==> config.mk <==
export PLATFORM = sky130hd
export DESIGN_NAME = system_set_scanner
export DESIGN_NICKNAME = d
export VERILOG_FILES = /design/src/rtl/system_set_pkg.sv /design/src/rtl/system_set_event_fifo.sv /design/src/rtl/system_set_scanner.sv
export SDC_FILE = /design/constraint.sdc
export NUM_CORES = 1
export LEC_CHECK = 0
export ABC_AREA = 1
export CAP_MARGIN = 15
export CORE_ASPECT_RATIO = 1.75
export CORE_UTILIZATION = 56
export DETAILED_ROUTE_END_ITERATION = 6
export PLACE_DENSITY_LB_ADDON = 0.05
export SYNTH_ARGS = -nofsm -noshare
export SYNTH_HDL_FRONTEND = slang
export SYNTH_HIERARCHICAL = 1
export SYNTH_SLANG_ARGS = --single-unit
==> constraint.sdc <==
create_clock -name clk -period 6 [get_ports clk]
set_input_delay 1.2 -clock clk [delete_from_list [all_inputs] [get_ports clk]]
set_output_delay 1.2 -clock clk [all_outputs]
set_load 0.005 [all_outputs]
==> src/rtl/system_set_pkg.sv <==
// rtl/system_set_pkg.sv - shared types, register offsets and bit positions for the SET scanner
package system_set_pkg;

    typedef enum logic [2:0] {
        ST_WR_MASK = 3'd0,
        ST_IDLE    = 3'd1,
        ST_SETTLE  = 3'd2,
        ST_RD_REQ  = 3'd3,
        ST_RD_CAP  = 3'd4,
        ST_PUSH    = 3'd5
    } state_e;

    // PIO register offsets
    localparam logic [1:0] PIO_DATA = 2'd0;
    localparam logic [1:0] PIO_MASK = 2'd2;

    // CPU slave register offsets
    localparam logic [1:0] REG_EVENT  = 2'd0;
    localparam logic [1:0] REG_STATUS = 2'd1;
    localparam logic [1:0] REG_MASK   = 2'd2;
    localparam logic [1:0] REG_SETTLE = 2'd3;

    // EVENT word fields
    localparam int EVT_DIFF_LSB  = 8;
    localparam int EVT_VALID_BIT = 15;
    localparam int EVT_TS_LSB    = 16;

    // STATUS word fields
    localparam int STAT_OVF_BIT  = 8;
    localparam int STAT_BUSY_BIT = 9;

endpackage

==> src/rtl/system_set_event_fifo.sv <==
// rtl/system_set_event_fifo.sv - single-clock event FIFO, pop wins a slot when full
module system_set_event_fifo #(
    parameter int DW    = 16,
    parameter int DEPTH = 8
) (
    input  logic                       clk,
    input  logic                       rst_n,
    input  logic                       push,
    input  logic [DW-1:0]              push_data,
    input  logic                       pop,
    output logic [DW-1:0]              pop_data,
    output logic                       full,
    output logic                       empty,
    output logic [$clog2(DEPTH):0]     count
);

    localparam int AW = $clog2(DEPTH);

    logic [DW-1:0] mem_q [DEPTH];
    logic [AW-1:0] wr_ptr_q, wr_ptr_d, rd_ptr_q, rd_ptr_d;
    logic [AW:0]   count_q, count_d;
    logic          do_push, do_pop;

    assign full     = (count_q == (AW+1)'(DEPTH));
    assign empty    = (count_q == '0);
    assign count    = count_q;
    assign pop_data = mem_q[rd_ptr_q];
    assign do_pop   = pop & ~empty;
    assign do_push  = push & (~full | do_pop);

    // Pointer and occupancy next-state; pointers wrap naturally at DEPTH
    always_comb begin
        wr_ptr_d = do_push ? wr_ptr_q + 1'b1 : wr_ptr_q;
        rd_ptr_d = do_pop  ? rd_ptr_q + 1'b1 : rd_ptr_q;
        count_d  = count_q;
        case ({do_push, do_pop})
            2'b10:   count_d = count_q + 1'b1;
            2'b01:   count_d = count_q - 1'b1;
            default: count_d = count_q;
        endcase
    end

    // Pointer and occupancy registers
    always_ff @(posedge clk or negedge rst_n) begin
        if (!rst_n) begin
            wr_ptr_q <= '0;
            rd_ptr_q <= '0;
            count_q  <= '0;
        end else begin
            wr_ptr_q <= wr_ptr_d;
            rd_ptr_q <= rd_ptr_d;
            count_q  <= count_d;
        end
    end

    // Storage array, written only on an accepted push
    always_ff @(posedge clk) begin
        if (do_push) begin
            mem_q[wr_ptr_q] <= push_data;
        end
    end

endmodule

==> src/rtl/system_set_scanner.sv <==
// rtl/system_set_scanner.sv - SET button PIO scanner with event FIFO; option SYSTEM_SET_SCANNER_TIMESTAMP_EN
module system_set_scanner
    import system_set_pkg::*;
#(
    parameter int              WIDTH        = 5,
    parameter int              FIFO_DEPTH   = 8,
    parameter logic [WIDTH-1:0] MASK_RESET  = WIDTH'(5'h1F),
    parameter logic [15:0]     SETTLE_RESET = 16'd50000
) (
    input  logic        clk,
    input  logic        reset_n,
    output logic [1:0]  avm_address,
    output logic        avm_chipselect,
    output logic        avm_write_n,
    output logic [31:0] avm_writedata,
    input  logic [31:0] avm_readdata,
    input  logic        pio_irq,
    input  logic [1:0]  address,
    input  logic        chipselect,
    input  logic        read_n,
    input  logic        write_n,
    input  logic [31:0] writedata,
    output logic [31:0] readdata,
    output logic        irq
);

    localparam int CW = $clog2(FIFO_DEPTH) + 1;
`ifdef SYSTEM_SET_SCANNER_TIMESTAMP_EN
    localparam int FW = 32;
`else
    localparam int FW = 16;
`endif

    state_e            state_q, state_d;
    logic              go_q, go_d;
    logic [WIDTH-1:0]  mask_q, mask_d, last_q, last_d, sample_q, sample_d, diff;
    logic [15:0]       settle_q, settle_d, timer_q, timer_d;
    logic              mask_dirty_q, mask_dirty_d, overflow_q, overflow_d, irq_q, irq_d;
    logic [31:0]       readdata_q, readdata_d, status_word;
    logic              cpu_rd, cpu_wr, fifo_push, fifo_pop, fifo_full, fifo_empty;
    logic [FW-1:0]     evt_word, fifo_rdata;
    logic [CW-1:0]     fifo_count;
    logic              unused_bits;
`ifdef SYSTEM_SET_SCANNER_TIMESTAMP_EN
    logic [15:0]       ts_q, ts_d, ts_cap_q, ts_cap_d;
`endif

    assign cpu_rd      = chipselect & ~read_n;
    assign cpu_wr      = chipselect & ~write_n;
    assign fifo_pop    = cpu_rd & (address == REG_EVENT);
    assign diff        = (sample_q ^ last_q) & mask_q;
    assign fifo_push   = (state_q == ST_PUSH) & (|diff);
    assign readdata    = readdata_q;
    assign irq         = irq_q;
    assign unused_bits = ^{writedata[31:16], avm_readdata[31:WIDTH]};

    system_set_event_fifo #(.DW(FW), .DEPTH(FIFO_DEPTH)) u_fifo (
        .clk       (clk),
        .rst_n     (reset_n),
        .push      (fifo_push),
        .push_data (evt_word),
        .pop       (fifo_pop),
        .pop_data  (fifo_rdata),
        .full      (fifo_full),
        .empty     (fifo_empty),
        .count     (fifo_count)
    );

    // FSM state register
    always_ff @(posedge clk or negedge reset_n) begin
        if (!reset_n) begin
            state_q <= ST_WR_MASK;
            timer_q <= '0;
        end else begin
            state_q <= state_d;
            timer_q <= timer_d;
        end
    end

    // FSM next state; go_q holds the first mask write until the clock after reset release
    always_comb begin
        state_d = state_q;
        timer_d = timer_q;
        case (state_q)
            ST_WR_MASK: if (go_q) state_d = ST_IDLE;
            ST_IDLE: begin
                if (mask_dirty_q) begin
                    state_d = ST_WR_MASK;
                end else if (pio_irq || |(last_q & mask_q)) begin
                    state_d = ST_SETTLE;
                    timer_d = (settle_q == 16'd0) ? 16'd1 : settle_q;
                end
            end
            ST_SETTLE: begin
                if (timer_q <= 16'd1) state_d = ST_RD_REQ;
                else                  timer_d = timer_q - 16'd1;
            end
            ST_RD_REQ: state_d = ST_RD_CAP;
            ST_RD_CAP: state_d = ST_PUSH;
            ST_PUSH:   state_d = ST_IDLE;
            default:   state_d = ST_WR_MASK;
        endcase
    end

    // FSM outputs toward the PIO; idle whenever no access is owned
    always_comb begin
        avm_chipselect = 1'b0;
        avm_write_n    = 1'b1;
        avm_address    = PIO_DATA;
        avm_writedata  = 32'h0;
        case (state_q)
            ST_WR_MASK: if (go_q) begin
                avm_chipselect = 1'b1;
                avm_write_n    = 1'b0;
                avm_address    = PIO_MASK;
                avm_writedata  = 32'(mask_q);
            end
            ST_RD_REQ: begin
                avm_chipselect = 1'b1;
                avm_address    = PIO_DATA;
            end
            default: ;
        endcase
    end

    // EVENT and STATUS word assembly
    always_comb begin
        evt_word = '0;
        evt_word[WIDTH-1:0]                = sample_q;
        evt_word[EVT_DIFF_LSB +: WIDTH]    = diff;
        evt_word[EVT_VALID_BIT]            = 1'b1;
`ifdef SYSTEM_SET_SCANNER_TIMESTAMP_EN
        evt_word[EVT_TS_LSB +: 16]         = ts_cap_q;
`endif
        status_word = '0;
        status_word[7:0]           = 8'(fifo_count);
        status_word[STAT_OVF_BIT]  = overflow_q;
        status_word[STAT_BUSY_BIT] = (state_q != ST_IDLE);
    end

    // Datapath and slave register next values
    always_comb begin
        go_d         = 1'b1;
        mask_d       = mask_q;
        settle_d     = settle_q;
        sample_d     = (state_q == ST_RD_CAP) ? avm_readdata[WIDTH-1:0] : sample_q;
        last_d       = (state_q == ST_PUSH) ? sample_q : last_q;
        mask_dirty_d = mask_dirty_q & ~((state_q == ST_WR_MASK) && go_q);
        overflow_d   = overflow_q;
        irq_d        = ~fifo_empty;
        readdata_d   = readdata_q;
        if (cpu_wr && (address == REG_MASK)) begin
            mask_d       = writedata[WIDTH-1:0];
            mask_dirty_d = 1'b1;
        end
        if (cpu_wr && (address == REG_SETTLE)) settle_d = writedata[15:0];
        if (cpu_wr && (address == REG_STATUS) && writedata[STAT_OVF_BIT]) overflow_d = 1'b0;
        // A same-cycle pop frees the slot, so only a push with no pop overflows
        if (fifo_push && fifo_full && !fifo_pop) overflow_d = 1'b1;
        if (cpu_rd) begin
            case (address)
                REG_EVENT:  readdata_d = fifo_empty ? 32'h0 : 32'(fifo_rdata);
                REG_STATUS: readdata_d = status_word;
                REG_MASK:   readdata_d = 32'(mask_q);
                REG_SETTLE: readdata_d = 32'(settle_q);
                default:    readdata_d = 32'h0;
            endcase
        end
`ifdef SYSTEM_SET_SCANNER_TIMESTAMP_EN
        ts_d     = ts_q + 16'd1;
        ts_cap_d = (state_q == ST_RD_CAP) ? ts_q : ts_cap_q;
`endif
    end

    // Datapath and slave registers
    always_ff @(posedge clk or negedge reset_n) begin
        if (!reset_n) begin
            go_q         <= 1'b0;
            mask_q       <= MASK_RESET;
            settle_q     <= SETTLE_RESET;
            sample_q     <= '0;
            last_q       <= '0;
            mask_dirty_q <= 1'b0;
            overflow_q   <= 1'b0;
            irq_q        <= 1'b0;
            readdata_q   <= '0;
`ifdef SYSTEM_SET_SCANNER_TIMESTAMP_EN
            ts_q         <= '0;
            ts_cap_q     <= '0;
`endif
        end else begin
            go_q         <= go_d;
            mask_q       <= mask_d;
            settle_q     <= settle_d;
            sample_q     <= sample_d;
            last_q       <= last_d;
            mask_dirty_q <= mask_dirty_d;
            overflow_q   <= overflow_d;
            irq_q        <= irq_d;
            readdata_q   <= readdata_d;
`ifdef SYSTEM_SET_SCANNER_TIMESTAMP_EN
            ts_q         <= ts_d;
            ts_cap_q     <= ts_cap_d;
`endif
        end
    end

endmodule

==> flow_summary.toml <==
[run_status]
status = "completed"

[floorplanning]
core-area_sq_um = 16900
io_pins = 141
die_x_microns = 101
num_rows = 63
dieArea_sq_um = 17900
start_util = 0.572
die_y_microns = 176

[cts]
post_cts_buffers = 0
cts_buffers = 20
htree_levels = 1
cts.sinks = 208
cts_root_buf = "clkbuf_16"
clock_path_buffers = 3
clkTransAtPathRegs_ns = 0.06
clkLatencyLatePin_ns = 0.50
cts_tree = "built"
post_cts_resized = 0
ctsHoldBuffers = 0

[synthesis]
syn-cell-area_sq_um = 9700
synth-seq-cells = 208
yosysSeqAreaShare = 0.604
synth_cells = 994
synthFlopType = "edfxtp_1"
synth.distinct_cells = 42
synth_edf_count = 128
yosys_warnings = 6
syn-mean-instance-area_sq_um = 9.76
synth-async-reset-ratio = 0.385

[setup_path]
crit_family = "simple AND/OR/NAND/NOR gates"
critPathMaxFanout = 19
crit_path_start_kind = "primary input"
path_class = "in -> reg"
endpoint_kind = "register"
cp.required_ns = 6.18
crit_arrival_ns = 3.90
path_buf_inv = 5
max_stage_delay_ns = 0.57
crit_chain = "clkdlybuf4s50_1 -> inv_1 -> nor2_1 -> buf_4 -> inv_2 -> nor2_1 -> nand2_4 -> nand2_2 -> nand2_2 -> nor3_2 -> buf_4"
slowest_stage = "nor3_2"

[global_route]
first_global_vias = 6726
grt_max_degree = 81
antenna_found_initial = 0
grt_pass1_wl_microns = 34400
track_usage = 0.255
grt_overflow = 0

[sta]
skew_ns = 0.0162
relSlewSlack = 0.305
drv_slew = 0
worst_slew_pin_slew_ns = 1.04
fmax_mhz = 269
setup_viol = 0
rsz0062_at_grt = "false"
hold_viol = 0
finalCritPeriodShare = 0.620
fin_crit_ns = 3.72
fin_tns_setup_ns = 0

[drt]
ant_nets = 0
wl_per_cell_microns = 16.4
drtIter0Drc = 261
wl_microns = 21900
dr.pass1.iters = 5
vias_per_cell = 5.17
vias = 6898
route.detailed.drc = 0

[cells_and_area]
finish.instance_area_sq_um = 11100
drive_above_1_share = 0.0786
diodes = 0
final_cells = 1334
layout_commonest_cell = "nand2_1"
area_delta_synth_final_pct = 14.4
finalNetCount = 1172
fillers = 1421
final_cell_mix = "nand2_1 (214), nor2_1 (136), edfxtp_1 (128), conb_1 (93)"
multi_input_area_sq_um = 3350
seqCellArea_sq_um = 5860

[pwr]
power.density_nw_per_um2 = 449
leakagePower_nw = 4.70
total_power_mw = 4.98
ir_drop_mv = 0.311

[placed_design]
place_area_sq_um = 10400
dp_hpwl_microns = 15100
place_congestion = 0.878
port_buffers = 53
place_inst = 1298

[worst_hold_path]
min_path_type = "reg -> reg"

[flow_run]
max-cap-violations = 0
[kinds of logic (layout without fill, tap and decap cells)]
family                     count (synthesis)  after routing  share of synthesized area
muxes                                     18             18                     0.0188
other                                      2             93                   0.000774
AOI/OAI and AO/OA                        163            163                     0.0902
buffers and inverters                    163            185                     0.0883
xor gates and xnor gates                   7              7                    0.00632
DFF                                      208            208                      0.604
adders and majority gates                  7              7                    0.00981
and+or+nand+nor                          426            426                      0.182
[path summary, 6_finish.rpt]
kind                              start  cells past startpoint  slack (ns)                  to
max                          chipselect                     11        2.28  u_fifo/mem_q[3][9]
min                        mask_dirty_q                      2        0.48        mask_dirty_q
max reg2reg                 sample_q[4]                      8        2.53  u_fifo/mem_q[3][9]
min reg2reg                mask_dirty_q                      2        0.48        mask_dirty_q
max in group asynchronous       reset_n                      1        4.39  u_fifo/rd_ptr_q[1]
min in group asynchronous       reset_n                      1        0.85         timer_q[12]
[Yosys cell counts (all sizes together), types with 2 or more instances]
| cell | n | share of area |
|---|---|---|
| xor2 | 5 | 0.0045 |
| clkbuf | 11 | 0.0043 |
| mux2i | 16 | 0.017 |
| a22oi | 2 | 0.0015 |
| nor2 | 141 | 0.057 |
| nand4 | 3 | 0.0019 |
| o22ai | 19 | 0.012 |
| nand3 | 52 | 0.028 |
| mux2 | 2 | 0.0023 |
| xnor2 | 2 | 0.0018 |
| a21oi | 32 | 0.017 |
| buf | 68 | 0.051 |
| dfrtp | 69 | 0.18 |
| dfstp | 11 | 0.030 |
| inv | 81 | 0.031 |
| conb | 2 | 0.00077 |
| nand2 | 223 | 0.090 |
| o211ai | 9 | 0.0070 |
| nor3 | 4 | 0.0021 |
| edfxtp | 128 | 0.40 |
| clkinv | 3 | 0.0017 |
| ha | 6 | 0.0077 |
| o21ai | 98 | 0.051 |
[tightest hold or removal path, delay by kind of cell, from the launching register on]
family	cells	cell delay, ns
flops	1	0.35
simple gates	2	0.10
[metal layers]
| metal | wire (microns) | part of all wire | vias to the layer above | track usage |
|---|---|---|---|---|
| met5 | 0 | 0 | - | 0 |
| met4 | 950 | 0.043 | 0 | 0.116 |
| met3 | 777 | 0.035 | 53 | 0.0277 |
| met2 | 12000 | 0.55 | 149 | 0.467 |
| met1 | 8210 | 0.37 | 3334 | 0.295 |
| li1 | - | - | 3362 | - |
[power breakdown]
group	switching (mW)	internal, mW	total [mW]
Sequential	0.248	1.81	2.06
Combinational	1.09	0.569	1.66
Clock	0.530	0.730	1.26
[flip-flops by register name, summed over array words and instances (netlist names)]
name,count
u_fifo/mem_q,128
readdata,16
settle_q,16
timer_q,16
last_q,5
mask_q,5
sample_q,5
u_fifo/count,4
state_q,3
u_fifo/rd_ptr_q,3
u_fifo/wr_ptr_q,3
go_q,1
irq,1
mask_dirty_q,1
overflow_q,1
[stage by stage]
| step | util | setup slack (ns) | hold WS (ns) |
|---|---|---|---|
| floorplan | - | 2.32 | 0.443 |
| global placement | 0.616 | 1.86 | 0.460 |
| detailed placement | 0.616 | 1.80 | 0.464 |
| CTS | 0.654 | 2.28 | 0.482 |
| global route | 0.654 | 2.11 | 0.499 |
| finish | 0.654 | 2.28 | 0.478 |
[area by class of cell]
class | instances | share of cell area
well taps | 227 | 0.0256
inverters | 84 | 0.0289
clock buffers | 25 | 0.0487
repair buffers | 65 | 0.0557
flip-flops and latches | 208 | 0.528
clock inverters | 11 | 0.0104
multi-input cells | 714 | 0.302
Power figures use the tool's default switching activity.
